File: src/rtl/timing_sequencer.sv
// timing_sequencer: one-hot timing-state generator T0..T(NUM_STATES-1) with
// a two-state RUN/HALT controller, synchronous clear and a wrap pulse.
// Optional feature: define TIMING_SEQ_LIMIT_EN to add the t_limit input,
// which lowers the terminal state to min(t_limit, NUM_STATES-1).
// Every output is driven from registers; inputs only feed next-state logic.
module timing_sequencer #(
  parameter int NUM_STATES = 8,
  parameter int CNT_W      = 3
) (
  input  logic                  clk,
  input  logic                  reset,
  input  logic                  enable,
  input  logic                  clr,
  input  logic                  halt,
  input  logic                  resume,
`ifdef TIMING_SEQ_LIMIT_EN
  input  logic [CNT_W-1:0]      t_limit,
`endif
  output logic [NUM_STATES-1:0] t_out,
  output logic [CNT_W-1:0]      t_idx,
  output logic                  wrap,
  output logic                  halted
);

  typedef enum logic {
    S_RUN  = 1'b0,
    S_HALT = 1'b1
  } state_t;

  localparam logic [CNT_W-1:0] TERM_MAX = CNT_W'(NUM_STATES - 1);

  state_t           r_state;
  logic [CNT_W-1:0] r_idx;
  logic             r_wrap;

  state_t           w_state_next;
  logic [CNT_W-1:0] w_idx_next;
  logic             w_wrap_next;
  logic [CNT_W-1:0] w_term;

`ifdef TIMING_SEQ_LIMIT_EN
  // Terminal state follows the live limit, clamped to the last legal state.
  assign w_term = (t_limit < TERM_MAX) ? t_limit : TERM_MAX;
`else
  assign w_term = TERM_MAX;
`endif

  // State, index and wrap registers; reset overrides everything on its edge.
  always_ff @(posedge clk) begin
    if (reset) begin
      r_state <= S_RUN;
      r_idx   <= '0;
      r_wrap  <= 1'b0;
    end else begin
      r_state <= w_state_next;
      r_idx   <= w_idx_next;
      r_wrap  <= w_wrap_next;
    end
  end

  // Next-state logic with priority clr > halt > resume > enable.
  // Using >= against the terminal state means an index stranded above a
  // freshly lowered limit wraps on the next enabled edge instead of running on.
  always_comb begin
    w_state_next = r_state;
    w_idx_next   = r_idx;
    w_wrap_next  = 1'b0;
    if (clr) begin
      w_state_next = S_RUN;
      w_idx_next   = '0;
    end else if (halt) begin
      w_state_next = S_HALT;
    end else begin
      case (r_state)
        S_HALT: begin
          if (resume) begin
            w_state_next = S_RUN;
          end
        end
        default: begin
          if (enable) begin
            if (r_idx >= w_term) begin
              w_idx_next  = '0;
              w_wrap_next = 1'b1;
            end else begin
              w_idx_next = r_idx + CNT_W'(1);
            end
          end
        end
      endcase
    end
  end

  // One-hot decode of the registered index; exactly one bit is ever set
  // because the index never leaves 0..NUM_STATES-1.
  for (genvar gi = 0; gi < NUM_STATES; gi++) begin : g_dec
    assign t_out[gi] = (r_idx == CNT_W'(gi));
  end

  assign t_idx  = r_idx;
  assign wrap   = r_wrap;
  assign halted = (r_state == S_HALT);

endmodule

File: config.mk
export PLATFORM = sky130hd
export DESIGN_NAME = timing_sequencer
export DESIGN_NICKNAME = d
export VERILOG_FILES = /design/src/rtl/timing_sequencer.sv
export SDC_FILE = /design/constraint.sdc
export NUM_CORES = 1
export LEC_CHECK = 0
export ABC_AREA = 1
export CAP_MARGIN = 20
export CORE_AREA = 4 4 41 43
export CTS_CLUSTER_SIZE = 40
export DETAILED_ROUTE_END_ITERATION = 12
export DIE_AREA = 0 0 45 47
export HOLD_SLACK_MARGIN = 0.15
export PLACE_DENSITY = 0.64
export RECOVER_POWER = 25
export SLEW_MARGIN = 10
export SYNTH_ARGS = -nofsm -noshare
export SYNTH_HDL_FRONTEND = slang
export SYNTH_SLANG_ARGS = --single-unit
export TNS_END_PERCENT = 5
File: constraint.sdc
create_clock -name clk -period 3.2 [get_ports clk]
set_input_delay 0.32 -clock clk [delete_from_list [all_inputs] [get_ports clk]]
set_output_delay 0.32 -clock clk [all_outputs]
set_load 0.01 [all_outputs]
After elaboration in Yosys (flattened, before gate mapping)
Cells that the tools add are included.

word-level totals
  flip-flop bits (word level) = 5
  input port bits = 6
  output and inout bits = 13
  logic and storage cells = 24

operators by class
  $add $sub $neg = 1
  magnitude comparators = 1
  equal/unequal tests = 7
  mux-type cells = 5
  bitwise gates (word level) = 3
  reductions and logical operators = 4

operators by type and width
  operator             count
  $eq 3x3->1 const B   4
  $eq 3x2->1 const B   2
  $reduce_or 5->1      1
  $mux 1               4
  $add 3x1->3 const B  1
  $eq 3x1->1 const B   1
  $ge 3x3->1 const B   1
  $logic_not 3->1      1
  $mux 3               1
  $not 1->1            3
  $reduce_and 3->1     1
  $reduce_or 2->1      1

Logic depth before layout (Yosys ltp)
  depth after elaboration = 3
  depth in mapped cells = 7
  depth with buffers taken out = 7

Least setup slack after synthesis
No wires, ideal clock.

  path kind = flip-flop to flip-flop
  start = register r_idx[0], in the netlist t_idx[0]
  end = register r_idx[1], in the netlist t_idx[1]
  library setup time = 0.111 ns
  arrival = 1.158 ns
  data required time = 3.089 ns
  path slack = 1.931 ns
  cell stages (with the launch flop) = 8
  path buffers = 0
  clock period less this slack = 1.269 ns
  cell sequence = dfxtp_1 > ha_1 > ha_1 > inv_1 > nand2_2 > nand2_2 > nand2_2 > nor2_1

on the way
  cells in the longest elaborated chain, start to end = 2
  elaborated cells on any way between the ends = 3
  classes of those cells = add/sub (1); order compare (1); mux (1)

ends and longest elaborated chain
  what                                              line    text
  start: declaration                                33      logic [CNT_W-1:0] r_idx;
  start signal: assignment                          56      r_idx <= w_idx_next;
  $add 3x1->3 / $ge 3x3->1 (equally long branches)  86, 82
  $mux 3 *                                          82      if (r_idx >= w_term) begin

Every way passes the cells marked *; elsewhere a longest branch is shown, timed or not.
A chain may end at the register's enable or synchronous reset.

Worst setup path in the final report
  start = register r_idx[0], in the netlist t_idx[0]
  end = output port t_out[7]

on the way
  cells in the longest elaborated chain, start to end = 1

ends and longest elaborated chain
  what              line  text
  $eq 3x3->1        97    assign t_out[gi] = (r_idx == CNT_W'(gi));
  end: declaration  19    output logic [NUM_STATES-1:0] t_out,

No other way between the ends.

==> results.md <==
* CP max FO at 7
* Global-route wire length before repair at 1140 um
* Pin count of the biggest net entering global routing at 12
* Post-Synth Simple-Gate Area at 0.340
* CTS tree: done
* Sequential power share at 0.418
* Via count at 371
* Total track usage at 0.0789
* Arr. time, crit path at 1.63 ns
* Overflow after GRT at 0
* Hold Violations, Final at 0
* Syn avg cell area at 6.72 um^2
* ANT cells at 0
* Detailed placement HPWL at 642 um
* Clk sinks at 5
* Clock skew at 0.000517 ns
* # DRC at 0
* Initial DRT Pass Iterations at 2
* Max Cap Viol at 0
* # port buffers at 18
* FP Rows at 13
* Final period util at 0.609
* Run status: complete, no violations
* Total power draw at 156 uW
* # nets final at 91
* Layout cell share with drive strength beyond 1 at 0.0769
* Reg clk slew, reported paths at 0.04 ns
* Die width at 45 um
* Final TNS setup at 0 ns
* Final critical-path required period at 1.95 ns
* R2r endpoint: t_idx[2]
* # setup viols final at 0
* Vias per cell at 3.99
* Yosys Warn Count at 0
* P_int at 122 uW
* Syn nets at 69
* Worst-Margin Slew at 0.359 ns
* Number of global-route vias before repair at 286
* Switching Fraction at 0.217
* Post-route cell area at 589 um^2
* Core ar. at 1300 um^2
* Critical path endpoint category: primary output
* Setup crit start: t_idx[0]
* FF-to-FF setup slack at 1.91 ns
* Leak at 0.000285 uW
* Mapped Cells at 57
* Synth cell types at 12
* PD cells at 264 nW/um^2
* Mux cell area share after synthesis at 0
* Routed Wire Length at 737 um
* Comb pwr share at 0.128
* Routability-driven placement congestion ratio at 0.720
* Hold Path Class: reg -> reg
* Peak supply drop at 0.161 mV
* # resized after CTS at 0
* Synth Area in Compound Gates at 0.0261
* Synth Area in Adders at 0.196
* Placed cell areas at 571 um^2
* P_sw at 33.7 uW
* Crit path to: t_out[7]
* FF-to-FF path depth at 6
* CP Class: reg -> out
* Slew Limit Fails at 0
* Synthesized area at 383 um^2
* Clk network pwr share at 0.454
* Req. time, crit path at 2.88 ns
* DP Worst Slack at 1.49 ns
* Post-CTS setup buffer count at 0
* Sequential share of the synthesized area at 0.261
* #FFs+latches synth at 5
* RR Startpoint: t_idx[2]
* H-tree Lvls at 1
* Worst skew pair latency at 0.23 ns
* Clock tree root driver cell: clkbuf_4
* # IOs at 19
* Initial Utilization at 0.294
* Die height at 47 um
* Initial antenna violation count at 0
* Die area at 2120 um^2
* Wire length per cell at 7.92 um
* Drt initial violations at 6
* CTS buffer count at 3
* Xor/xnor share of the synthesized area at 0
* Critical Path Source Type: flop
* Antenna Nets Post-Route at 0
* Largest family of logic cells by synthesized area: simple AND/OR/NAND/NOR gates
* RSZ-0062 raised after global routing: no
* Clock Path Buffers at 2
* Relative slew slack at 0.760
* Area grow syn2layout at 53.9%
* Filler Cells Inserted at 139
* Final WS setup at 1.25 ns
* CTS Hold Bufs at 0
* Achievable Freq at 513 MHz
power by group through the flow:
stage          sequential (uW)  combinational (uW)  clock (uW)
6_report                  65.1                20.0        70.7
5_1_grt                   65.2                22.0        82.2
4_1_cts                   65.2                21.0        75.0
3_5_place_dp              66.3                20.9           0
3_3_place_gp              66.2                20.8           0
2_1_floorplan             66.5                8.23           0
worst max-delay path, cell delays in order, from the launching register on:
cell and delay [ns]:
dfxtp_1 0.44, ha_1 0.22, ha_1 0.19, clkdlybuf4s50_1 0.54
registers in the layout, summed over array words and instances, names as in the netlist:
name	flops
t_idx	3
halted	1
wrap	1
per-stage QoR:
stage                     instances   util  hold slack [ns]
after floorplan                  57      -            0.472
after global placement           89  0.438            0.498
after detailed placement         89  0.438            0.502
after CTS                        93  0.459            0.512
after global routing             93  0.453            0.522
final                            93  0.453            0.506
per-layer routing:
layer	global-route usage	vias to the layer above	share of wire
met5	0	-	0
met1	0.0839	148	0.45
li1	-	205	-
met4	0.0877	0	0
met3	0.0268	0	0.12
met2	0.116	18	0.43
layout by cell type, fill, tap and decap left out:
cell / netlist / layout
nand2_2: 3 / 1
nand3b_1: 1 / 1
clkbuf_1: 0 / 1
clkbuf_4: 0 / 3
nor2_2: 2 / 1
nand3_2: 1 / 1
inv_1: 15 / 15
dfxtp_1: 5 / 5
nor2_1: 8 / 9
ha_1: 6 / 6
clkdlybuf4s50_1: 0 / 18
nand3_1: 2 / 2
nand2_1: 11 / 13
a21oi_1: 2 / 2
synthesized netlist by cell type:
cell type / number / share of area
buf_6: 1 / 0.029
dfxtp_1: 5 / 0.26
a21oi_1: 2 / 0.026
nand3b_1: 1 / 0.020
nand3_1: 2 / 0.026
ha_1: 6 / 0.20
nand3_2: 1 / 0.026
nor2_2: 2 / 0.033
nand2_2: 3 / 0.049
nand2_1: 11 / 0.11
nor2_1: 8 / 0.078
inv_1: 15 / 0.15
how the worst min path moves through the flow:
stage	start	to	slack (ns)	cells past startpoint
6_report	halted	halted	0.51	2
3_3_place_gp	halted	halted	0.50	2
3_5_place_dp	halted	halted	0.50	2
4_1_cts	halted	halted	0.51	2
2_1_floorplan	halt	halted	0.47	2
5_1_grt	halted	halted	0.52	2
cell type report:
class	count	area (um^2)	area share
clock buffers	4	26.3	0.0446
inverters	15	56.3	0.0955
multi-input cells	36	208	0.352
flip-flops and latches	5	100	0.170
well taps	15	18.8	0.0318
repair buffers	18	180	0.306
cell families (layout without fill, tap and decap cells):
| family | count (synthesis) | count (layout) |
|---|---|---|
| adders and majority gates | 6 | 6 |
| buffers and inverters | 16 | 37 |
| DFF | 5 | 5 |
| AOI/OAI and AO/OA | 2 | 2 |
| and+or+nand+nor | 28 | 28 |
Power figures use the tool's default switching activity.
